`src/rtl/sin_voice_sched.sv`:
```
// Time-multiplexed sine voice scheduler: walks NVOICE phase accumulators through
// one shared quarter-wave ROM and mixes the signed amplitudes into one sample per tick.
module sin_voice_sched #(
  parameter int unsigned NVOICE  = 4,
  parameter int unsigned PHASE_W = 12,
  localparam int unsigned SEL_W  = $clog2(NVOICE),
  localparam int unsigned OUT_W  = 6 + SEL_W
) (
  input  logic                    clk,
  input  logic                    rstn,
  input  logic                    en,
  input  logic                    sample_tick,
  input  logic [NVOICE-1:0]       voice_en,
  input  logic                    freq_we,
  input  logic [SEL_W-1:0]        freq_sel,
  input  logic [PHASE_W-1:0]      freq_val,
  output logic                    rom_en,
  output logic [4:0]              rom_addr,
  input  logic [5:0]              rom_data,
  output logic signed [OUT_W-1:0] sample_out,
  output logic                    sample_valid,
  output logic                    busy,
  output logic                    overrun
);

  typedef enum logic [1:0] {S_IDLE, S_ISSUE, S_DRAIN, S_OUT} state_t;

  state_t                  r_state;
  state_t                  w_state_next;
  logic [SEL_W-1:0]        r_k;
  logic [SEL_W-1:0]        w_slot_next;
  logic                    w_start;
  logic                    w_issue;
  logic [PHASE_W-1:0]      r_phase [NVOICE];
  logic [PHASE_W-1:0]      r_freq  [NVOICE];
  logic                    r_pend;
  logic                    r_sign;
  logic signed [OUT_W-1:0] r_acc;
  logic signed [OUT_W-1:0] r_sample_out;
  logic signed [OUT_W-1:0] w_amp;
  logic [4:0]              r_rom_addr;
  logic                    r_sample_valid;
  logic                    r_busy;
  logic                    r_overrun;

  // Fold the top phase bits (q[0], idx) onto the quarter-wave table
  function automatic logic [4:0] fold(input logic [5:0] top);
    return top[5] ? (5'd31 - top[4:0]) : top[4:0];
  endfunction

  always_ff @(posedge clk or negedge rstn) begin
    if (!rstn) r_state <= S_IDLE;
    else       r_state <= w_state_next;
  end

  always_comb begin
    w_state_next = r_state;
    w_start      = 1'b0;
    if (!en) begin
      w_state_next = S_IDLE;
    end else begin
      case (r_state)
        S_IDLE: begin
          if (sample_tick && !r_busy) begin
            w_state_next = S_ISSUE;
            w_start      = 1'b1;
          end
        end
        S_ISSUE: if (r_k == SEL_W'(NVOICE - 1)) w_state_next = S_DRAIN;
        S_DRAIN: w_state_next = S_OUT;
        S_OUT:   w_state_next = S_IDLE;
        default: w_state_next = S_IDLE;
      endcase
    end
  end

  always_comb begin
    w_issue     = en && (r_state == S_ISSUE);
    w_slot_next = (r_state == S_ISSUE) ? (r_k + SEL_W'(1)) : '0;
    w_amp       = signed'(OUT_W'(rom_data));
  end

  // ROM enable follows voice_en live so each slot samples it in its own issue cycle
  assign rom_en       = w_issue && voice_en[r_k];
  assign rom_addr     = r_rom_addr;
  assign sample_out   = r_sample_out;
  assign sample_valid = r_sample_valid;
  assign busy         = r_busy;
  assign overrun      = r_overrun;

  always_ff @(posedge clk or negedge rstn) begin
    if (!rstn) begin
      for (int i = 0; i < int'(NVOICE); i++) r_freq[i] <= '0;
    end else if (freq_we) begin
      r_freq[freq_sel] <= freq_val;
    end
  end

  always_ff @(posedge clk or negedge rstn) begin
    if (!rstn) begin
      for (int i = 0; i < int'(NVOICE); i++) r_phase[i] <= '0;
      r_k            <= '0;
      r_rom_addr     <= '0;
      r_pend         <= 1'b0;
      r_sign         <= 1'b0;
      r_acc          <= '0;
      r_sample_out   <= '0;
      r_sample_valid <= 1'b0;
      r_busy         <= 1'b0;
      r_overrun      <= 1'b0;
    end else begin
      r_k <= (w_state_next == S_ISSUE) ? w_slot_next : '0;
      // Address is looked ahead one edge so it is registered during the issue cycle
      if (w_state_next == S_ISSUE)
        r_rom_addr <= fold(r_phase[w_slot_next][PHASE_W-2 -: 6]);
      if (rom_en)
        r_phase[r_k] <= r_phase[r_k] + r_freq[r_k];
      r_pend <= w_issue;
      r_sign <= r_phase[r_k][PHASE_W-1];
      if (w_start)     r_acc <= '0;
      else if (r_pend) r_acc <= r_sign ? (r_acc - w_amp) : (r_acc + w_amp);
      if (en && (r_state == S_OUT)) r_sample_out <= r_acc;
      r_sample_valid <= en && (r_state == S_OUT);
      r_busy         <= (w_state_next != S_IDLE) || (en && (r_state == S_OUT));
      r_overrun      <= en && sample_tick && r_busy;
    end
  end

endmodule

```
`config.mk`:
```
export PLATFORM = sky130hd
export DESIGN_NAME = sin_voice_sched
export DESIGN_NICKNAME = d
export VERILOG_FILES = /design/src/rtl/sin_voice_sched.sv
export SDC_FILE = /design/constraint.sdc
export NUM_CORES = 1
export LEC_CHECK = 0
export BUFFER_PORTS_ARGS = -buffer_cell sky130_fd_sc_hd__buf_2
export CORE_UTILIZATION = 35
export CTS_CLUSTER_DIAMETER = 60
export DETAILED_ROUTE_END_ITERATION = 6
export PLACE_DENSITY_LB_ADDON = 0.05
export SETUP_SLACK_MARGIN = 0.1
export SKIP_CTS_REPAIR_TIMING = 1
export SYNTH_ARGS = -nofsm -noshare
export SYNTH_HDL_FRONTEND = slang
export SYNTH_SLANG_ARGS = --single-unit
```
`constraint.sdc`:
```
create_clock -name clk -period 3.16 [get_ports clk]
set_clock_uncertainty 0.15 [all_clocks]
set_input_delay 0.316 -clock clk [delete_from_list [all_inputs] [get_ports clk]]
set_output_delay 0.316 -clock clk [all_outputs]
set_load 0.02 [all_outputs]
```
# --- Word-level counts from Yosys, hierarchy flattened ---
# Index checks and enable logic that the tools add are counted.
word_totals:
  wordCells: 80
  ff_bits: 126
  output_inout_bits: 17
  in_bits: 29
op_classes:
  bitwise: 3
  n_lt_le_gt_ge: 6
  add_sub_neg: 5
  mux: 30
  n_reduce_logical: 13
  n_eq_ne: 5
op_table:
  columns: ["cell", "n"]
  rows:
  - ["bitwise mux 48 bit", 2]
  - ["binary-select mux 12 bit (select 2 bit)", 3]
  - ["2-to-1 mux 12 bit", 6]
  - ["demux 12 bit (select 2 bit)", 2]
  - ["2-to-1 mux 8 bit", 3]
  - ["2-to-1 mux 11 bit", 2]
  - ["adder 12 bit", 1]
  - ["2-to-1 mux 2 bit", 5]
  - [">= comparator 3 bit, second input constant", 3]
  - ["NOT 2 -> 3 bit", 3]
  - ["adder 8 x 7 -> 8 bit", 1]
  - ["logical AND 1 bit", 8]
  - ["one-hot mux 2 bit (4 select lines)", 1]
  - ["subtractor 8 x 7 -> 8 bit", 1]
  - ["equality test 2 bit, second input constant", 3]
  - ["< comparator 3 x 1 -> 1 bit, second input constant", 2]
  - ["2-to-1 mux 5 bit", 1]
  - ["subtractor 5 bit, first input constant", 1]
  - ["equality test 2 x 1 -> 1 bit, second input constant", 2]
  - ["2-to-1 mux 1 bit", 4]
  - ["nonzero test 2 bit", 2]
  - ["< comparator 2 x 3 -> 1 bit, second input constant", 1]
  - ["adder 2 x 1 -> 2 bit, second input constant", 1]
  - ["binary-select mux 1 bit (select 2 bit)", 1]
  - ["other kinds (3)", 3]

# --- Logic depth before layout (Yosys ltp) ---
depth:
  word_depth: 8
  ltp_mapped: 11
  depth_no_buf: 11

# --- Worst setup path after synthesis ---
# No wires, ideal clock.
synth_timing:
  path_type: "reg-to-reg"
  startpoint: "reg r_k[0]"
  endpoint: "reg r_phase[43] (netlist bit)"
  setup_ps: 125
  path_stages_with_launch: 12
  required_ps: 2885
  path_buffers: 3
  setup_slack_ps: -163
  synth_period_minus_slack_ps: 3323
  t_arrival_ps: 3048
  path_cell_list: "dfrtp_1 > buf_6 > buf_2 > buf_2 > mux4_2 > ha_1 > a21oi_1 > nor2b_1 > a311oi_2 > o21bai_1 > xor2_1 > mux2_4"
synth_via:
  elab_chain_cells: 6
  elab_cells_between_ends: 17
  cone_classes: "1 x add/sub; 2 x order compare; 11 x mux; 1 x bitwise; 2 x reduce/logical"
synth_lines:
  columns: ["element", "line", "text"]
  rows:
  - ["from (decl)", "30", "logic [SEL_W-1:0] r_k;"]
  - ["from (signal assigned)", "112", "r_k <= (w_state_next == S_ISSUE) ? w_slot_next : '0;"]
  - ["NOT 2 -> 3 bit (not written as such)", "117", "r_phase[r_k] <= r_phase[r_k] + r_freq[r_k];"]
  - ["binary-select mux 12 bit (select 2 bit), or another cell as far along", "117", null]
  - ["2-to-1 mux 12 bit (not written as such) / logical AND 1 bit (equally long branches)", "117", null]
  - ["2-to-1 mux 12 bit (not written as such)", "117", null]
  - ["adder 12 bit / demux 12 bit (select 2 bit) (equally long branches)", "117", null]
  - ["bitwise mux 48 bit", "117", null]
  - ["to (signal, indexed assignment)", "117", null]
  - ["to (decl)", "34", "logic [PHASE_W-1:0] r_phase [NVOICE];"]
# Parallel ways exist; a longest one is shown, timed or not. The select of a mux whose other input is x is not followed.
# A chain may end at the register's enable or synchronous reset.

# --- Worst setup path after layout ---
layout_timing:
  startpoint: "reg r_k[0]"
  endpoint: "reg r_phase[32] (netlist bit)"
# The elaborated chain is that of the path after synthesis.

==> results.cfg <==
[final_layout]
seq_area_mm2 = 0.00316
final_layout_size_suffix_gt1_frac = 0.455
multi_input_area_mm2 = 0.00334
num_antenna_cells = 0
area_growth_pct = 19.8
final_nets = 614
fillers = 1734
utilization = 0.427

[floorplanning]
dieWidth_um = 140
ioPinCount = 46
initial_utilization = 0.357
die-area_mm2 = 0.0196
row_count = 50
core_area_mm2 = 0.0186
die_h_um = 140

[route]
vias = 4118
wirelength_um = 14000
ant_nets = 0
drc = 0
routed_via_density = 5.10
wl_per_cell_um = 17.3
drt_iter0_drc = 127
drt_pass1_iterations = 5

[cts]
cts_sinks = 126
cts.reportedPaths.clkPinSlew_ns = 0.06
numCtsBuffers = 17
cts.path.max_buffers = 2
clock_latency_ns = 0.41
cts_tree = yes
cts_root_buf = clkbuf_16
cts_max_level = 4

[synth]
yosys-top-cells-area = dfrtp_1 (47%), mux2_2 (15%), mux4_2 (8.1%), ha_1 (4.3%), mux2_4 (3.6%)
synth_fp_nets = 543
yosys.area.top_type = dfrtp_1
synth_top_cell_area_share = 0.474
synth_edf_count = 0
synthCells = 489
synth_most_common_cell = dfrtp_1
yosys_warnings = 0
async_reset_ff_frac = 1.00
synth.distinct_cells = 53
yosysSeqAreaShare = 0.474
synth-seq-cells = 126
synthesis.area_mm2 = 0.00665
synth_common_cells = dfrtp_1 (126), mux2_2 (87), mux4_2 (24)
synth.avg_cell_area_um2 = 13.6
ys.flop_type = dfrtp_1

[global_routing]
first_global_vias = 4393
grt_max_degree = 53
grt_overflow_total = 0
antenna_found_initial = 0
grt_usage = 0.159
grt_first_pass_wirelength_um = 23700

[setup_path]
regToRegSetupSlack_ns = 0.12
cp-end-kind = register
worstSetupPathType = register to register
cp_max_fo = 5
critPathRequiredTime_ns = 3.30
worst_ep_arrival_time_ns = 3.19
critical_path.startpoint_type = register

[sta]
max_freq_mhz = 329
slew_violations = 0
slew_headroom = 0.469
period_share = 0.963
hold_viol_final = 0
min_period_ns = 3.04
setup_viol = 0
max_slew.worst_pin.slew_ns = 0.794
rsz0062_at_grt = true

[pwr]
p_leak_uw = 0.00360
p_per_area_mw_per_mm2 = 812
total_power_uw = 6470
vdd_ir_drop_max_uv = 409

[hold_path]
hp-class = primary input to register

[place]
io_buffers = 45
place.gp.congestion = 0.810
detailed_place_hpwl_um = 9830

[job]
drv_cap = 0

[run_status]
status = completed
sequential cells by signal, indices dropped and copies added, names as in the netlist:
name,cells
busy,1
overrun,1
r_acc,8
r_freq,48
r_k,2
r_pend,1
r_phase,48
r_sign,1
r_state,2
rom_addr,5
sample_out,8
sample_valid,1
path summary, 6_finish.rpt:
check / startpoint / end / depth (start not counted)
setup reg to reg: r_k[0] / r_phase[32] / 10
hold reg to reg: sample_out[0] / sample_out[0] / 2
max in group asynchronous: rstn / r_freq[37] / 3
setup / recovery: r_k[0] / r_phase[32] / 10
min in group asynchronous: rstn / sample_out[0] / 2
hold / removal: sample_tick / overrun / 3
cell type report:
cell class | count | share of cell area
Tap cell | 234 | 0.0368
Timing Repair Buffer | 75 | 0.0635
Sequential cell | 126 | 0.396
Clock buffer | 23 | 0.0625
Inverter | 16 | 0.00754
Multi-Input combinational cell | 324 | 0.420
Clock inverter | 9 | 0.0135
cells by family after synthesis:
kind of cell    share of synthesized area
mux                                 0.276
buf+inv                            0.0374
simple gates                       0.0657
xor+xnor                           0.0303
flops                               0.474
compound gates                     0.0668
fa+ha+maj                          0.0493
power by group:
| group | internal, uW | switching (uW) |
|---|---|---|
| sequential | 1940 | 227 |
| combinational | 1220 | 1120 |
| clock | 1260 | 696 |
| total | 4430 | 2040 |
placed cells by master (no fill, tap or decap), types with 3 or more instances in the layout:
cell type / n
clkinvlp_4: 5
dfrtp_1: 123
nor2b_1: 8
ha_4: 3
nand3_1: 3
mux4_2: 24
a21oi_2: 4
buf_4: 26
o21ai_1: 3
clkbuf_8: 5
a21oi_1: 14
xnor2_2: 3
o22ai_1: 12
nand2_1: 22
xnor2_1: 17
buf_2: 44
o21ai_0: 16
dfrtp_2: 3
buf_12: 4
mux2i_1: 5
inv_1: 16
a21o_1: 5
clkbuf_16: 17
mux2_2: 87
nor2_1: 14
ha_1: 19
mux2_4: 16
and3_1: 3
nand2_8: 4
stage by stage:
stage	cell area [um2]	TNS (ns)	std cells	setup slack (ns)	hold slack, ns
finish	7970	0	807	0.118	0.0153
global route	7970	-0.00727	807	-0.00477	0.0224
CTS	7810	0	800	0.00278	-0.355
detailed placement	7210	0	768	0.0166	0.0932
global placement	7210	0	768	0.0501	0.0871
floorplan	6680	0	489	0.117	-0.130
critical path, stage by stage (launching register included):
cell	delay (ns)
dfrtp_2	0.41
buf_12	0.13
mux4_2	0.53
ha_4	0.19
fa_2	0.37
a211oi_2	0.22
o21bai_2	0.10
a31o_2	0.26
a21oi_2	0.17
xnor2_2	0.11
mux2_4	0.28
per-layer routing:
metal / global-route usage / vias up / share of wire
met4: 0.0642 / 0 / 0.016
met2: 0.257 / 76 / 0.47
met3: 0.0317 / 19 / 0.031
met1: 0.208 / 2083 / 0.48
li1: - / 1940 / -
met5: 0 / - / 0
Power figures use the tool's default switching activity.
